===== src/rtl/rom_dl_arbiter.sv =====
// rom_dl_arbiter: shares the program-ROM RAM port between the HPS ioctl download
// writer and the game CPU read path. Download writes are buffered in a small FIFO,
// the CPU is held in reset while a ROM download runs, and reset is released a fixed
// number of cycles after the FIFO has drained.
//
// Optional build macro: ROM_CKSUM_EN adds output dl_cksum (16-bit wrapping sum of
// every byte written to RAM since the last DL entry).
//
// Ports:
//   clk_12, reset        clock, synchronous active-high reset
//   ioctl_*              HPS download interface (index 0 is the ROM)
//   cpu_rd, cpu_addr     CPU read request / address
//   test_stall           blocks FIFO pops (bring-up / test only, tie to 0 in a system)
//   cpu_dv               read data valid at RAM output, one cycle after mem_addr update
//   cpu_reset            CPU reset request
//   mem_addr/din/we      RAM port
//   dl_overflow          sticky: a ROM byte was dropped on a full FIFO
//   dl_busy              high while downloading or draining
module rom_dl_arbiter #(
  parameter int unsigned FIFO_DEPTH = 4,
  parameter logic [15:0] ROM_SIZE   = 16'hC000,
  parameter int unsigned RST_HOLD   = 64
) (
  input  logic        clk_12,
  input  logic        reset,
  input  logic        ioctl_download,
  input  logic [7:0]  ioctl_index,
  input  logic        ioctl_wr,
  input  logic [24:0] ioctl_addr,
  input  logic [7:0]  ioctl_dout,
  input  logic        cpu_rd,
  input  logic [15:0] cpu_addr,
  input  logic        test_stall,
  output logic        cpu_dv,
  output logic        cpu_reset,
  output logic [15:0] mem_addr,
  output logic [7:0]  mem_din,
  output logic        mem_we,
  output logic        dl_overflow,
`ifdef ROM_CKSUM_EN
  output logic [15:0] dl_cksum,
`endif
  output logic        dl_busy
);

  localparam int unsigned PW = $clog2(FIFO_DEPTH);
  localparam int unsigned CW = PW + 1;

  typedef enum logic [1:0] {StRun, StDl, StDrain, StHold} state_e;

  logic [15:0]   fifo_addr_q [FIFO_DEPTH];
  logic [7:0]    fifo_data_q [FIFO_DEPTH];
  logic [PW-1:0] wr_ptr_q, rd_ptr_q;
  logic [CW-1:0] count_q;

  state_e      state_q, state_d;
  logic [15:0] hold_q, hold_d;
  logic        rd_pend_q;

  logic        dl_req, dl_entry, push_req, fifo_empty, fifo_full;
  logic        rd_grant, issue_wr, pop, bypass, enq, drop;
  logic [15:0] wr_addr;
  logic [7:0]  wr_data;

  always_comb begin
    dl_req     = ioctl_download && (ioctl_index == 8'd0);
    dl_entry   = dl_req && (state_q != StDl);
    push_req   = ioctl_wr && dl_req && (ioctl_addr[24:16] == 9'd0) &&
                 (ioctl_addr[15:0] < ROM_SIZE);
    fifo_empty = (count_q == '0);
    fifo_full  = (count_q == CW'(FIFO_DEPTH));
    rd_grant   = cpu_rd && (state_q == StRun);
    // An empty FIFO forwards the incoming byte directly for one-cycle write latency.
    issue_wr   = (!fifo_empty || push_req) && !rd_grant && !test_stall;
    pop        = issue_wr && !fifo_empty;
    bypass     = issue_wr && fifo_empty;
    // A pop in the same cycle frees a slot, so a push on a full FIFO still lands.
    enq        = push_req && !bypass && (!fifo_full || pop);
    drop       = push_req && fifo_full && !pop;
    wr_addr    = fifo_empty ? ioctl_addr[15:0] : fifo_addr_q[rd_ptr_q];
    wr_data    = fifo_empty ? ioctl_dout : fifo_data_q[rd_ptr_q];
  end

  always_comb begin
    state_d = state_q;
    hold_d  = hold_q;
    if (dl_req) begin
      state_d = StDl;
    end else begin
      case (state_q)
        StDl:    if (!ioctl_download) state_d = StDrain;
        StDrain: if (fifo_empty && !issue_wr) begin
          state_d = StHold;
          hold_d  = 16'(RST_HOLD);
        end
        StHold:  if (hold_q <= 16'd1) state_d = StRun;
                 else hold_d = hold_q - 16'd1;
        default: ;
      endcase
    end
  end

  // FSM, FIFO control and memory port.
  always_ff @(posedge clk_12) begin
    if (reset) begin
      state_q     <= StHold;
      hold_q      <= 16'(RST_HOLD);
      cpu_reset   <= 1'b1;
      dl_busy     <= 1'b0;
      wr_ptr_q    <= '0;
      rd_ptr_q    <= '0;
      count_q     <= '0;
      mem_addr    <= '0;
      mem_din     <= '0;
      mem_we      <= 1'b0;
      rd_pend_q   <= 1'b0;
      cpu_dv      <= 1'b0;
      dl_overflow <= 1'b0;
    end else begin
      state_q   <= state_d;
      hold_q    <= hold_d;
      cpu_reset <= (state_d != StRun);
      dl_busy   <= (state_d == StDl) || (state_d == StDrain);

      if (enq) wr_ptr_q <= wr_ptr_q + PW'(1);
      if (pop) rd_ptr_q <= rd_ptr_q + PW'(1);
      count_q <= count_q + CW'(enq) - CW'(pop);

      rd_pend_q <= rd_grant;
      cpu_dv    <= rd_pend_q;
      if (rd_grant) begin
        mem_addr <= cpu_addr;
        mem_we   <= 1'b0;
      end else if (issue_wr) begin
        mem_addr <= wr_addr;
        mem_din  <= wr_data;
        mem_we   <= 1'b1;
      end else begin
        mem_we   <= 1'b0;
      end

      if (drop)          dl_overflow <= 1'b1;
      else if (dl_entry) dl_overflow <= 1'b0;
    end
  end

  // FIFO storage needs no reset; occupancy is tracked by count_q.
  always_ff @(posedge clk_12) begin
    if (!reset && enq) begin
      fifo_addr_q[wr_ptr_q] <= ioctl_addr[15:0];
      fifo_data_q[wr_ptr_q] <= ioctl_dout;
    end
  end

`ifdef ROM_CKSUM_EN
  logic [15:0] cksum_q;
  always_ff @(posedge clk_12) begin
    if (reset || dl_entry) cksum_q <= '0;
    else if (mem_we)       cksum_q <= cksum_q + {8'd0, mem_din};
  end
  assign dl_cksum = cksum_q;
`endif

endmodule

===== config.mk =====
export PLATFORM = sky130hd
export DESIGN_NAME = rom_dl_arbiter
export DESIGN_NICKNAME = d
export VERILOG_FILES = /design/src/rtl/rom_dl_arbiter.sv
export SDC_FILE = /design/constraint.sdc
export NUM_CORES = 1
export LEC_CHECK = 0
export CORE_ASPECT_RATIO = 1.25
export CORE_UTILIZATION = 23
export CTS_BUF_LIST = sky130_fd_sc_hd__clkbuf_8
export DETAILED_ROUTE_END_ITERATION = 10
export PLACE_DENSITY = 0.42
export SLEW_MARGIN = 20
export SYNTH_ARGS = -nofsm -noshare
export SYNTH_HDL_FRONTEND = slang
export SYNTH_SLANG_ARGS = --single-unit

===== constraint.sdc =====
create_clock -name clk_12 -period 2.58 [get_ports clk_12]
set_clock_uncertainty 0.1 [all_clocks]
set_input_delay 0.387 -clock clk_12 [delete_from_list [all_inputs] [get_ports clk_12]]
set_output_delay 0.387 -clock clk_12 [all_outputs]
set_load 0.1 [all_outputs]

==> results of run 1 <==
==> placed cells by master (no fill, tap or decap), drive strengths merged, types with 15 or more instances in the layout <==
cell / instances
a21oi: 15
a32oi: 17
buf: 73
clkbuf: 18
clkdlybuf4s50: 62
dfxtp: 57
edfxtp: 96
mux2i: 17
mux4: 24
nand2: 26
nor2: 20
o21ai: 24
==> sequential cells by signal, indices dropped and copies added (netlist names), named ones only <==
register	flops
count_q	3
cpu_dv	1
cpu_reset	1
dl_busy	1
dl_overflow	1
fifo_addr_q	64
fifo_data_q	32
hold_q	16
mem_addr	16
mem_din	8
mem_we	1
rd_pend_q	1
rd_ptr_q	2
state_q	2
wr_ptr_q	2
==> power groups by stage <==
| stage | clock network [uW] | registers [uW] | logic (uW) |
|---|---|---|---|
| 2_1_floorplan | 0 | 3910 | 1480 |
| 3_3_place_gp | 0 | 3090 | 3310 |
| 3_5_place_dp | 0 | 3090 | 3330 |
| 4_1_cts | 1740 | 3040 | 3350 |
| 5_1_grt | 1820 | 3080 | 3580 |
| 6_report | 1670 | 3040 | 3290 |
==> metrics by stage <==
step / std cells / util / setup slack (ps) / hold slack (ps)
2_1_floorplan: 437 / - / 78.3 / 314
3_3_place_gp: 893 / 0.293 / -350 / 329
3_5_place_dp: 893 / 0.293 / -345 / 342
4_1_cts: 925 / 0.306 / 112 / 356
5_1_grt: 925 / 0.306 / 12.8 / 381
6_report: 925 / 0.306 / 100 / 358
==> final cells by class <==
cell class                 count  area, sq um
fill                        2672        18500
sequential                   153         4030
multi-input combinational    252         2090
timing repair buffer         135         1260
tap                          345          432
clock buffer                  18          248
clock inverter                14          108
inverter                       8         30.0
==> metal layers <==
metal  vias up  routed length (um)  track usage
met1      2021                7130        0.153
met2       108                7880        0.208
li1       1976                   -            -
met5         -                   0            0
met3        17                 597       0.0262
met4         0                 273       0.0416
==> worst max-delay path, delay by kind of cell <==
family                 cells  cell delay, ps
and+or+nand+nor            5            1150
buffers and inverters      4             980
==> kinds of logic after synthesis <==
kind of cell / Yosys count / synth area share
flops: 153 / 0.645
xor+xnor: 6 / 0.00843
mux: 41 / 0.114
simple gates: 107 / 0.0943
compound gates: 89 / 0.0981
fa+ha+maj: 9 / 0.0193
buf+inv: 32 / 0.0205
==> final timing paths <==
check,endpoint,slack (ps)
worst min register to register,cpu_dv,360
worst max-delay path,fifo_addr_q[2][13],100
worst max register to register,hold_q[12],150
worst min-delay path,cpu_dv,360
==> synth_stat cells, drive strengths merged (2+ instances only) <==
master   instances
o21ba            2
edfxtp          96
inv              8
nor3             4
nand2b           5
a32oi           17
nand4b           2
nand4bb          2
xor2             3
a21boi           2
o31ai           10
nand3            3
o21ai           24
a211oi           3
o211ai           2
nor2            20
dfxtp           57
ha               8
and2             5
buf              9
or3              9
and3             2
nor4             7
xnor2            3
or4             10
a21oi           15
clkbuf          15
a21o             2
nand4            2
mux2i           17
nand2           26
nor2b            6
mux4            24
a311oi           8
==> reports/qor.csv, run 1 <==
stage,metric,value,unit
status,status,completed,
clocking,H-Tree Depth,4,
global_routing,gr usage total,0.122,
logic_synthesis,post-synthesis instance total,437,
clocking,worst skew pair latency,440,ps
logic_synthesis,Syn Area/Cell,14.3,sq um
critical_path,critical path's largest stage delay,410,ps
sta,fin crit period,2480,ps
floorplanning,DIE WIDTH,149,um
clocking,CTS tree,built,
sta,Slew @ Worst Pin,527,ps
hold_path,HP Start,rd_pend_q,
critical_path,Setup crit start,ioctl_index[5],
global_routing,vias in the first global route,4486,
placement,routability congestion estimate,0.764,
floorplanning,core area,26700,sq um
logic_synthesis,ys flop type,edfxtp_1,
critical_path,CP most frequent cell,buf_4,
sta,final setup fails,0,
cells_and_area,cell area after layout,8190,sq um
critical_path,"Arr. time, crit path",2530,ps
pwr,Int Power,4820,uW
hold_path,WHS Path Cells,1,
logic_synthesis,"FFs w/ async S/R, synth",0,
floorplanning,I/O pin count,92,
logic_synthesis,syn_nets,509,
cells_and_area,share of cells above drive strength 1,0.236,
sta,"Slew Viols, Final",0,
global_routing,initial antenna violation count,0,
cells_and_area,P&R area growth vs syn,31.4,%
logic_synthesis,Seq cells post-synth,153,
pwr,pwr dens,976,nW/um^2
sta,Final Cycle Share,0.961,
drt,final WL,15.9,mm
critical_path,top fanout value on the critical path,7,
floorplanning,Initial Utilization,0.233,
logic_synthesis,Synth area leaders,"edfxtp_1 (46%), dfxtp_1 (18%), mux4_2 (8.7%), mux2i_1 (2.7%), a32oi_1 (2.4%)",
logic_synthesis,Post-synth EDFFs,96,
drt,Vias per Instance,4.46,
critical_path,crit path capture type,flip-flop,
pwr,Clock Power Share,0.208,
clocking,# clock sinks,153,
critical_path,worst r2r path cells,5,
drt,via count,4122,
drt,drt drc,0,
pwr,Gate power share,0.411,
drt,initial DRC count,198,
run,max-cap violations,0,
cells_and_area,final net count,639,
cells_and_area,n_diodes,0,
critical_path,critical-path cell list,"clkdlybuf4s50_1, nor4_2, nand3_1, nand4b_1, buf_4, nor3_1, buf_4, and2_2, buf_4",
pwr,Max rail drop VDD,0.540,mV
clocking,CTS Hold Bufs,0,
clocking,CTS resizes,0,
sta,RSZ-0062 raised after global routing,false,
logic_synthesis,Netlist cell types,46,
logic_synthesis,Post-Syn Area,6230,sq um
clocking,postcts setup bufs,0,
pwr,Pwr Total,8000,uW
logic_synthesis,sequential area share after synthesis,0.645,
pwr,switching share of total power,0.398,
clocking,TritonCTS Buffers,17,
sta,total negative slack,0,ps
sta,fmax,403,MHz
pwr,Leak Pwr,0.00282,uW
sta,Final Hold Viols,0,
floorplanning,Die Y,186,um
critical_path,slowest CP cell,clkdlybuf4s50_1,
clocking,clk slew on worst S/H paths,80,ps
placement,port bufs,91,
logic_synthesis,area share of the largest cell type after synthesis,0.462,
placement,area post-placement,7840,sq um
critical_path,Crit path required time,2630,ps
placement,hpwl dp,10.9,mm
global_routing,grt total ovfl,0,
drt,wire length per cell,17.2,um
logic_synthesis,YS warnings,0,
global_routing,first-pass GRT wire length,25.1,mm
clocking,root buf cell,clkbuf_8,
critical_path,Critical R2R Launch,hold_q[2],
critical_path,CP Launch Type,primary input,
global_routing,largest net degree at the start of global routing,25,
hold_path,classification of the worst-slack hold path,reg -> reg,
pwr,NetSw,3180,uW
drt,antenna-violating nets left,0,
floorplanning,die area,27800,sq um
logic_synthesis,post-synth top area cell,edfxtp_1,
drt,Initial DRT Pass Iterations,4,
sta,Slew headroom,0.646,
critical_path,path type of the worst setup path,in -> reg,
clocking,clock buffer depth,2,
pwr,sequential power share,0.380,
floorplanning,Cell Rows,67,
No activity file was read; power rests on OpenSTA's default activity.
==> run 2, diff against run 1 <==
Settings changed: CTS_BUF_LIST sky130_fd_sc_hd__clkbuf_8 to unset, SLEW_MARGIN 20 to unset.
==> run 2 against run 1 <==
  * Hold slack lost 2.8 ps
  * Die area is the same
  * Non-clock buffer count grew 1
  * Clock power grew 38%
  * Setup slack lost 7.9 ps
  * Design area grew 2.5%
  * Cell count grew 0.11%
  * Combinational power is essentially flat
  * Core utilization grew 0.78 points
  * Register-to-register slack gained 20 ps
  * Critical endpoint unchanged
==> reports/qor.csv, run 2 (synthesis results as in run 1) <==
stage,metric,value,unit,change
drt,final WL,15.8,mm,was 15.9 mm
pwr,Max rail drop VDD,0.572,mV,was 0.540 mV
sta,total negative slack,0,ps,unchanged
global_routing,largest net degree at the start of global routing,25,,unchanged
pwr,Leak Pwr,0.00291,uW,was 0.00282 uW
sta,Slew headroom,0.644,,was 0.646
sta,"Slew Viols, Final",0,,unchanged
global_routing,vias in the first global route,4462,,was 4486
placement,routability congestion estimate,0.764,,unchanged
drt,Vias per Instance,4.45,,was 4.46
drt,Initial DRT Pass Iterations,5,,was 4
critical_path,crit path capture type,flip-flop,,unchanged
cells_and_area,FILL cells,2646,,was 2672
cells_and_area,"Most flops, register",fifo_addr_q,,unchanged
global_routing,grt total ovfl,0,,unchanged
floorplanning,Cell Rows,67,,unchanged
cells_and_area,max reg flops,64,,unchanged
cells_and_area,final net count,640,,was 639
drt,antenna-violating nets left,0,,unchanged
clocking,clk slew on worst S/H paths,60,ps,was 80 ps
floorplanning,Die Y,186,um,unchanged
clocking,TritonCTS Buffers,17,,unchanged
sta,final setup fails,0,,unchanged
global_routing,first-pass GRT wire length,25.0,mm,was 25.1 mm
cells_and_area,share of cells above drive strength 1,0.238,,was 0.236
drt,via count,4125,,was 4122
pwr,Pwr Total,8650,uW,was 8000 uW
clocking,H-Tree Depth,4,,unchanged
drt,drt drc,0,,unchanged
drt,initial DRC count,199,,was 198
placement,port bufs,91,,unchanged
critical_path,Crit path required time,2600,ps,was 2630 ps
clocking,CTS tree,built,,unchanged
cells_and_area,Largest regs,"fifo_addr_q (64), fifo_data_q (32)",,unchanged
cells_and_area,n_diodes,0,,unchanged
floorplanning,I/O pin count,92,,unchanged
floorplanning,Initial Utilization,0.233,,unchanged
sta,Final Hold Viols,0,,unchanged
sta,fmax,402,MHz,was 403 MHz
clocking,root buf cell,clkbuf_16,,was clkbuf_8
placement,hpwl dp,10.9,mm,unchanged
hold_path,classification of the worst-slack hold path,reg -> reg,,unchanged
sta,Final Cycle Share,0.964,,was 0.961
drt,wire length per cell,17.1,um,was 17.2 um
critical_path,path type of the worst setup path,in -> reg,,unchanged
cells_and_area,"commonest non-fill, non-tap cell in the layout",edfxtp_1,,unchanged
global_routing,gr usage total,0.122,,about the same
sta,Slew @ Worst Pin,530,ps,was 527 ps
pwr,pwr dens,1030,nW/um^2,was 976 nW/um^2
status,status,completed,,unchanged
cells_and_area,P&R area growth vs syn,34.7,%,was 31.4%
run,max-cap violations,0,,unchanged
clocking,worst skew pair latency,410,ps,was 440 ps
critical_path,CP Launch Type,primary input,,unchanged
sta,fin crit period,2490,ps,was 2480 ps
critical_path,top fanout value on the critical path,7,,unchanged
floorplanning,die area,27800,sq um,unchanged
global_routing,initial antenna violation count,0,,unchanged
clocking,# clock sinks,153,,unchanged
floorplanning,DIE WIDTH,149,um,unchanged
cells_and_area,"Core Util, Final",0.314,,was 0.306
floorplanning,core area,26700,sq um,unchanged
clocking,CTS Hold Bufs,0,,unchanged
clocking,clock buffer depth,2,,unchanged
critical_path,"Arr. time, crit path",2510,ps,was 2530 ps
sta,RSZ-0062 raised after global routing,false,,unchanged
cells_and_area,most frequent cells in the layout,"edfxtp_1 (96), buf_4 (67), clkdlybuf4s50_1 (62)",,"was edfxtp_1 (96), buf_4 (66), clkdlybuf4s50_1 (62)"
run 2: cell types whose count changed in the layout (fill, tap and decap cells not counted), sizes merged:
cell / previous run / this run
buf: 73 / 74
clkbuf: 18 / 19
inv: 10 / 9
run 2: where the power goes:
group | internal, uW | total [uW] | switching (uW)
clock network | 1340 | 2310 | 972
logic | 1200 | 3290 | 2090
registers | 2850 | 3050 | 195
total | 5390 | 8650 | 3260
run 2: area by class of cell:
type                       count  area (sq um)  share of cell area
clock inverter                13           104              0.0124
inverter                       8          30.0             0.00357
sequential                   153          4030               0.479
tap                          345           432              0.0514
clock buffer                  19           443              0.0527
multi-input combinational    252          2100               0.250
timing repair buffer         136          1260               0.150
run 2: worst max-delay path, stage by stage:
cell and delay, ps:
clkdlybuf4s50_1 440, nor4_4 310, nand3_1 140, nand4b_1 300, buf_4 230, nor3_1 160
buf_4 140, and2_2 200, buf_4 190
run 2: through the flow:
| step | setup WS, ps | instances | hold slack, ps | cell area [sq um] |
|---|---|---|---|---|
| after detailed placement | -345 | 893 | 342 | 7840 |
| after CTS | 68.4 | 925 | 353 | 8380 |
| final | 92.6 | 926 | 355 | 8400 |
| after floorplan | 78.3 | 437 | 314 | 6250 |
| after global placement | -350 | 893 | 329 | 7840 |
| after global routing | 3.84 | 926 | 377 | 8400 |
run 2: metal layers:
metal	share of wire	track usage	vias up
met4	0.015	0.0429	0
met3	0.046	0.0245	12
met5	0	0	-
met1	0.44	0.154	2015
li1	-	-	1983
met2	0.50	0.206	115
run 2: worst paths after layout:
| check | start | slack, ps | endpoint | depth (start not counted) |
|---|---|---|---|---|
| min reg2reg | rd_pend_q | 350 | cpu_dv | 1 |
| min | rd_pend_q | 350 | cpu_dv | 1 |
| max | ioctl_index[5] | 90 | fifo_addr_q[2][13] | 9 |
| max reg2reg | hold_q[2] | 170 | hold_q[12] | 5 |
run 2: timing repair:
| action | 4_1_cts | 5_1_grt |
|---|---|---|
| buffers inserted | 0 | 1 |
| gates resized for setup | 0 | 1 |
| endpoints found under the setup margin | 0 | 11 |
